`src/rtl/bram_pkg.sv`:
```
// Shared geometry of the multi-stream BRAM buffer and the stream id type
// used by the read-port arbiter and its tag FIFO.
package bram_pkg;

    localparam int DATA_WIDTH    = 64;
    localparam int WAYS          = 8;
    localparam int RAM_DEPTH     = 512;
    localparam int ADDR_WIDTH    = $clog2(RAM_DEPTH);
    localparam int WAYS_WIDTH    = $clog2(WAYS);
    localparam int RD_ADDR_WIDTH = WAYS_WIDTH + ADDR_WIDTH - 1;
    localparam int RSP_WIDTH     = 2 * DATA_WIDTH;
    localparam int N_STREAMS     = 4;

    typedef logic [$clog2(N_STREAMS)-1:0] stream_id_t;

endpackage

```
`src/rtl/bram_tag_fifo.sv`:
```
// In-order FIFO of stream ids, one entry per read issued to bram_top.
// Pushes while full and pops while empty are ignored.
module bram_tag_fifo
    import bram_pkg::*;
#(
    parameter int WIDTH = $bits(stream_id_t),
    parameter int DEPTH = 8
) (
    input  logic                     clk1x,
    input  logic                     reset,
    input  logic                     i_push,
    input  logic                     i_pop,
    input  logic [WIDTH-1:0]         i_din,
    output logic [WIDTH-1:0]         o_dout,
    output logic                     o_full,
    output logic                     o_empty,
    output logic [$clog2(DEPTH):0]   o_count
);

    localparam int PW = $clog2(DEPTH);

    logic [WIDTH-1:0] r_mem [DEPTH];
    logic [PW-1:0]    r_wptr;
    logic [PW-1:0]    r_rptr;
    logic [PW:0]      r_count;
    logic             w_push;
    logic             w_pop;

    assign o_full  = (r_count == (PW+1)'(DEPTH));
    assign o_empty = (r_count == '0);
    assign o_count = r_count;
    assign o_dout  = r_mem[r_rptr];
    assign w_push  = i_push & ~o_full;
    assign w_pop   = i_pop & ~o_empty;

    // Storage is not reset; only the pointers and count define validity.
    always_ff @(posedge clk1x) begin
        if (w_push) begin
            r_mem[r_wptr] <= i_din;
        end
    end

    always_ff @(posedge clk1x) begin
        if (reset) begin
            r_wptr  <= '0;
            r_rptr  <= '0;
            r_count <= '0;
        end else begin
            if (w_push) begin
                r_wptr <= r_wptr + PW'(1);
            end
            if (w_pop) begin
                r_rptr <= r_rptr + PW'(1);
            end
            case ({w_push, w_pop})
                2'b10:   r_count <= r_count + (PW+1)'(1);
                2'b01:   r_count <= r_count - (PW+1)'(1);
                default: r_count <= r_count;
            endcase
        end
    end

endmodule

```
`src/rtl/bram_rd_arb.sv`:
```
// Round-robin arbiter sharing bram_top's read port among NUM_STREAMS readers;
// a tag FIFO remembers who issued each read so responses go back in order.
module bram_rd_arb
    import bram_pkg::*;
#(
    parameter int NUM_STREAMS   = bram_pkg::N_STREAMS,
    parameter int RD_ADDR_WIDTH = bram_pkg::RD_ADDR_WIDTH,
    parameter int RSP_WIDTH     = bram_pkg::RSP_WIDTH,
    parameter int TAG_DEPTH     = 8
) (
    input  logic                                 clk1x,
    input  logic                                 reset,
    input  logic [NUM_STREAMS-1:0]               s_v,
    output logic [NUM_STREAMS-1:0]               s_r,
    input  logic [NUM_STREAMS*RD_ADDR_WIDTH-1:0] s_d,
    output logic                                 m_v,
    input  logic                                 m_r,
    output logic [RD_ADDR_WIDTH-1:0]             m_d,
    input  logic                                 b_v,
    output logic                                 b_r,
    input  logic [RSP_WIDTH-1:0]                 b_d,
    output logic [NUM_STREAMS-1:0]               r_v,
    input  logic [NUM_STREAMS-1:0]               r_r,
    output logic [RSP_WIDTH-1:0]                 r_d,
    output logic [$clog2(TAG_DEPTH):0]           inflight,
    output logic                                 err
);

    localparam int IDW = $clog2(NUM_STREAMS);

    logic [IDW-1:0]             r_ptr;
    logic                       r_err;
    logic [IDW-1:0]             w_cand;
    logic                       w_any;
    logic                       w_issue;
    logic                       w_pop;
    logic                       w_full;
    logic                       w_empty;
    logic [IDW-1:0]             w_head;
    logic [$clog2(TAG_DEPTH):0] w_count;

    // Scan from the farthest offset down so the nearest requester from r_ptr wins.
    always_comb begin
        logic [IDW-1:0] v_idx;
        w_cand = '0;
        for (int i = NUM_STREAMS - 1; i >= 0; i--) begin
            v_idx = r_ptr + IDW'(i);
            if (s_v[v_idx]) begin
                w_cand = v_idx;
            end
        end
    end

    assign w_any   = |s_v;
    assign m_v     = w_any & ~w_full;
    assign m_d     = s_d[w_cand*RD_ADDR_WIDTH +: RD_ADDR_WIDTH];
    assign w_issue = m_v & m_r;

    always_comb begin
        s_r = '0;
        if (w_any & m_r & ~w_full) begin
            s_r[w_cand] = 1'b1;
        end
    end

    always_comb begin
        r_v = '0;
        if (b_v & ~w_empty) begin
            r_v[w_head] = 1'b1;
        end
    end

    assign b_r      = ~w_empty & r_r[w_head];
    assign r_d      = b_d;
    assign w_pop    = b_v & b_r;
    assign inflight = w_count;
    assign err      = r_err;

    always_ff @(posedge clk1x) begin
        if (reset) begin
            r_ptr <= '0;
            r_err <= 1'b0;
        end else begin
            if (w_issue) begin
                r_ptr <= w_cand + IDW'(1);
            end
            if (b_v & w_empty) begin
                r_err <= 1'b1;
            end
        end
    end

    bram_tag_fifo #(
        .WIDTH (IDW),
        .DEPTH (TAG_DEPTH)
    ) u_tag_fifo (
        .clk1x   (clk1x),
        .reset   (reset),
        .i_push  (w_issue),
        .i_pop   (w_pop),
        .i_din   (w_cand),
        .o_dout  (w_head),
        .o_full  (w_full),
        .o_empty (w_empty),
        .o_count (w_count)
    );

endmodule

```
`config.mk`:
```
export PLATFORM = sky130hd
export DESIGN_NAME = bram_rd_arb
export DESIGN_NICKNAME = d
export VERILOG_FILES = /design/src/rtl/bram_pkg.sv /design/src/rtl/bram_tag_fifo.sv /design/src/rtl/bram_rd_arb.sv
export SDC_FILE = /design/constraint.sdc
export NUM_CORES = 1
export LEC_CHECK = 0
export ABC_AREA = 1
export BUFFER_PORTS_ARGS = -buffer_cell sky130_fd_sc_hd__buf_4
export CAP_MARGIN = 5
export CELL_PAD_IN_SITES_DETAIL_PLACEMENT = 0
export CELL_PAD_IN_SITES_GLOBAL_PLACEMENT = 1
export CORE_MARGIN = 10
export CORE_UTILIZATION = 24
export DETAILED_ROUTE_END_ITERATION = 10
export GPL_TIMING_DRIVEN = 0
export HOLD_SLACK_MARGIN = 0.12
export MAX_ROUTING_LAYER = met4
export PLACE_DENSITY = 0.86
export SYNTH_ARGS = -nofsm -noshare
export SYNTH_HDL_FRONTEND = slang
export SYNTH_SLANG_ARGS = --single-unit
```
`constraint.sdc`:
```
create_clock -name clk1x -period 4.7 [get_ports clk1x]
set_input_delay 0.235 -clock clk1x [delete_from_list [all_inputs] [get_ports clk1x]]
set_output_delay 0.235 -clock clk1x [all_outputs]
set_load 0.01 [all_outputs]
```
==> run_results.csv <==
group,metric,value,unit
finish,post-route-util,39.24,%
synthesis,avgSynthCellArea,6.990,um^2
clock_network,postCtsSetupRepairBufs,0,
synthesis,synth-edff-count,16,
synthesis,synth_top_family_by_area,"buffers and inverters",
finish,area_growth,58.72,%
placed_design,io_buffers,209,
clock_network,path_clk_slew,0.05,ns
synthesis,synth_top_cell_by_area,"buf_4",
sta,hold_violations,0,
drt,drt_iter0_markers,143,
setup_path,arrival,2.87,ns
clock_network,cts_tree,"done",
clock_network,htreeDepth,2,
global_routing,track_usage,13.57,%
floorplan,fp-row-count,42,
synthesis,yosys.area_share.xor_xnor,0.7931,%
sta,slew_headroom,74.61,%
setup_path,cp_common_cell,"nand2_1",
synthesis,synth_compound_area_share,5.816,%
run_status,status,"complete, no violations",
drt,drc,0,
drt,wl_met1,5.241,mm
clock_network,cts_sinks,32,
placed_design,place_congestion,0.8504,
floorplan,ios,338,
sta,fin_crit_sh,57.57,%
setup_path,worstPathCellList,"buf_2 > inv_2 > nand2_1 > nand3_1 > nand3_1 > nand2_1 > nand2_1 > nand2_1 > nand2_1 > nand3_1 > inv_1 > ha_1 > nand2_1 > inv_1 > nor2_1 > nand3_1 > o31ai_1 > o211ai_1 > o21ai_0 > a21oi_1",
setup_path,critPathKind,"register to register",
synthesis,synthTopCellsByCount,"buf_4 (128), nand2_1 (89), inv_1 (72), nand3_1 (40), nor2_1 (26)",
synthesis,synth-seq-cells,32,
floorplan,start_util,24.72,%
drt,wl_met3,1.366,mm
sta,finalClockSkew,0.007496,ns
drt,route.met2.wl,7.565,mm
setup_path,cpPeakStageDelay,0.29,ns
synthesis,post_synth_and_or_nand_nor_area_fraction,26.47,%
floorplan,die_h,137.5,um
global_routing,grt_pass1_vias,3325,
synthesis,async_flop_share,0,%
synthesis,synth_cell_type_count,29,
job,cap_violations,0,
sta,worst_pin_slew,0.3800,ns
synthesis,yosys-top-cells-area,"buf_4 (29%), edfxtp_1 (15%), nand2_1 (10%)",
floorplan,die-area,18900,um^2
pwr,p_total,1.852,mW
drt,top_layer,"met4",
drt,ant_nets,0,
sta,rsz0062_at_grt,"no",
drt,routed_via_density,3.919,
synthesis,synth-seq-area-share,24.17,%
finish,final_layout_size_suffix_gt1_share,52.53,%
global_routing,grt_pass1_wl,19.46,mm
sta,maxSlewViolCount,0,
setup_path,start_kind,"register",
drt,num_vias,3398,
drt,avgRoutedWirePerCell,16.63,um
finish,fillers,1447,
pwr,vdd_drop_max,0.0003150,V
drt,wirelength,14.42,mm
synthesis,synthAdderAreaFrac,3.399,%
hold_path,hp-class,"input pin to register",
pwr,p_leak,2.922,nW
setup_path,path_delay_family,"simple AND/OR/NAND/NOR gates",
finish,diodes,0,
floorplan,dieWidth,137.5,um
drt,dr.pass1.iters,4,
clock_network,cts_buffers,5,
clock_network,cts_hold_buf,0,
setup_path,crit_fanout,9,
synthesis,synth_top_area_share,29.00,%
clock_network,clockBufferDepth,2,
sta,layout_min_cycle_time,2.706,ns
synthesis,yosysWarnings,0,
setup_path,slowest_stage,"dfxtp_1",
setup_path,critical_path_required,4.86,ns
synthesis,synth-main-ff-cell,"edfxtp_1",
pwr,p_per_area,352.3,nW/um^2
global_routing,grt_max_degree,20,
clock_network,insertion_delay,0.28,ns
global_routing,globalRouteOverflowTotal,0,
synthesis,yosysMostFrequentCell,"buf_4",
setup_path,worst_setup_path_end_kind,"register",
clock_network,cts_resized,0,
sta,fin_setup_tns,0,ns
floorplan,core,13400,um^2
placed_design,place.detailed.hpwl,12.75,mm
synthesis,synth_nets,667,
clock_network,cts_root_buf,"clkbuf_16",
synthesis,synthMuxAreaShare,0,%
finish,nNetsFinal,883,
sta,max_clock_freq,369.6,MHz
setup_path,crit_buf_inv,4,
synthesis,post_synth_inst_count,474,
sta,final-setup-viol-count,0,
synthesis,synth_area,3313,um^2
global_routing,antenna_found_initial,0,
-- worst register-to-register path, cell delays in order, from the launching register on --
cell,delay [ns]
dfxtp_1,0.29
buf_2,0.16
inv_2,0.13
nand2_1,0.07
nand3_1,0.07
nand3_1,0.12
nand2_1,0.17
nand2_1,0.07
nand2_1,0.06
nand2_1,0.08
nand3_1,0.21
inv_1,0.10
ha_1,0.24
nand2_1,0.08
inv_1,0.05
nor2_1,0.14
nand3_1,0.12
o31ai_1,0.09
o211ai_1,0.14
o21ai_0,0.16
a21oi_1,0.05
-- cells in the final DEF, fill, tap and decap left out, types with 5 or more instances in the layout --
cell type  netlist  layout
inv_1           72      72
a21oi_1         11      11
nand2_1         89      89
buf_4          128     337
ha_1             9       9
o21ai_1          5       5
o21ai_0          9       9
nand3b_1        23      23
nor2_1          26      26
nand3_1         40      40
edfxtp_1        16      16
buf_2            7       7
clkbuf_16        0       5
dfxtp_1         16      16
-- per-stage QoR --
step | setup slack (ns) | cell area, um^2 | std cells | hold WS, ns
after floorplan | 2.355 | 3313 | 474 | 0.3041
after global placement | 1.982 | 5102 | 859 | 0.4366
after detailed placement | 1.955 | 5102 | 859 | 0.4415
after CTS | 1.956 | 5259 | 867 | 0.1658
after global routing | 1.682 | 5259 | 867 | 0.1744
final | 1.994 | 5259 | 867 | 0.1690
-- where the power goes --
group	internal (mW)	leakage (nW)	switching [mW]
clock network	0.225	0.0772	0.108
registers	0.356	0.279	0.0363
logic	0.510	2.57	0.618
-- state kept, by name, indices dropped and copies added, names as in the netlist, named ones only --
name	cells
u_tag_fifo.r_wptr	3
r_ptr	2
u_tag_fifo.r_rptr	3
u_tag_fifo.o_count	4
err	1
u_tag_fifo.r_mem	16
-- cell families after synthesis --
logic type,after synthesis
compound gates,31
xor+xnor,3
fa+ha+maj,9
buf+inv,211
flops,32
simple gates,188
-- path summary, 6_finish.rpt --
check | slack [ns] | endpoint | startpoint | cells after the start
max | 1.99 | u_tag_fifo.o_count[3] | register | 20
min | 0.17 | err | reset | 2
max reg2reg | 1.99 | u_tag_fifo.o_count[3] | register | 20
min reg2reg | 0.45 | err | err | 2
-- per-layer routing --
layer / track usage [%] / vias to the layer above
li1: - / 1778
met1: 14.30 / 1447
met2: 24.40 / 161
met3: 3.496 / 12
met4: 3.923 / 0
met5: - / -
-- cell type report --
cell class	count	area (um^2)	area share [%]
timing repair buffer	209	1569	29.84
multi-input combinational	231	1209	22.98
buffer	138	1030	19.58
sequential	32	800.8	15.23
inverter	73	274.0	5.211
tap	176	220.2	4.187
clock buffer	8	156.4	2.974
(Power assumes the default switching activity.)
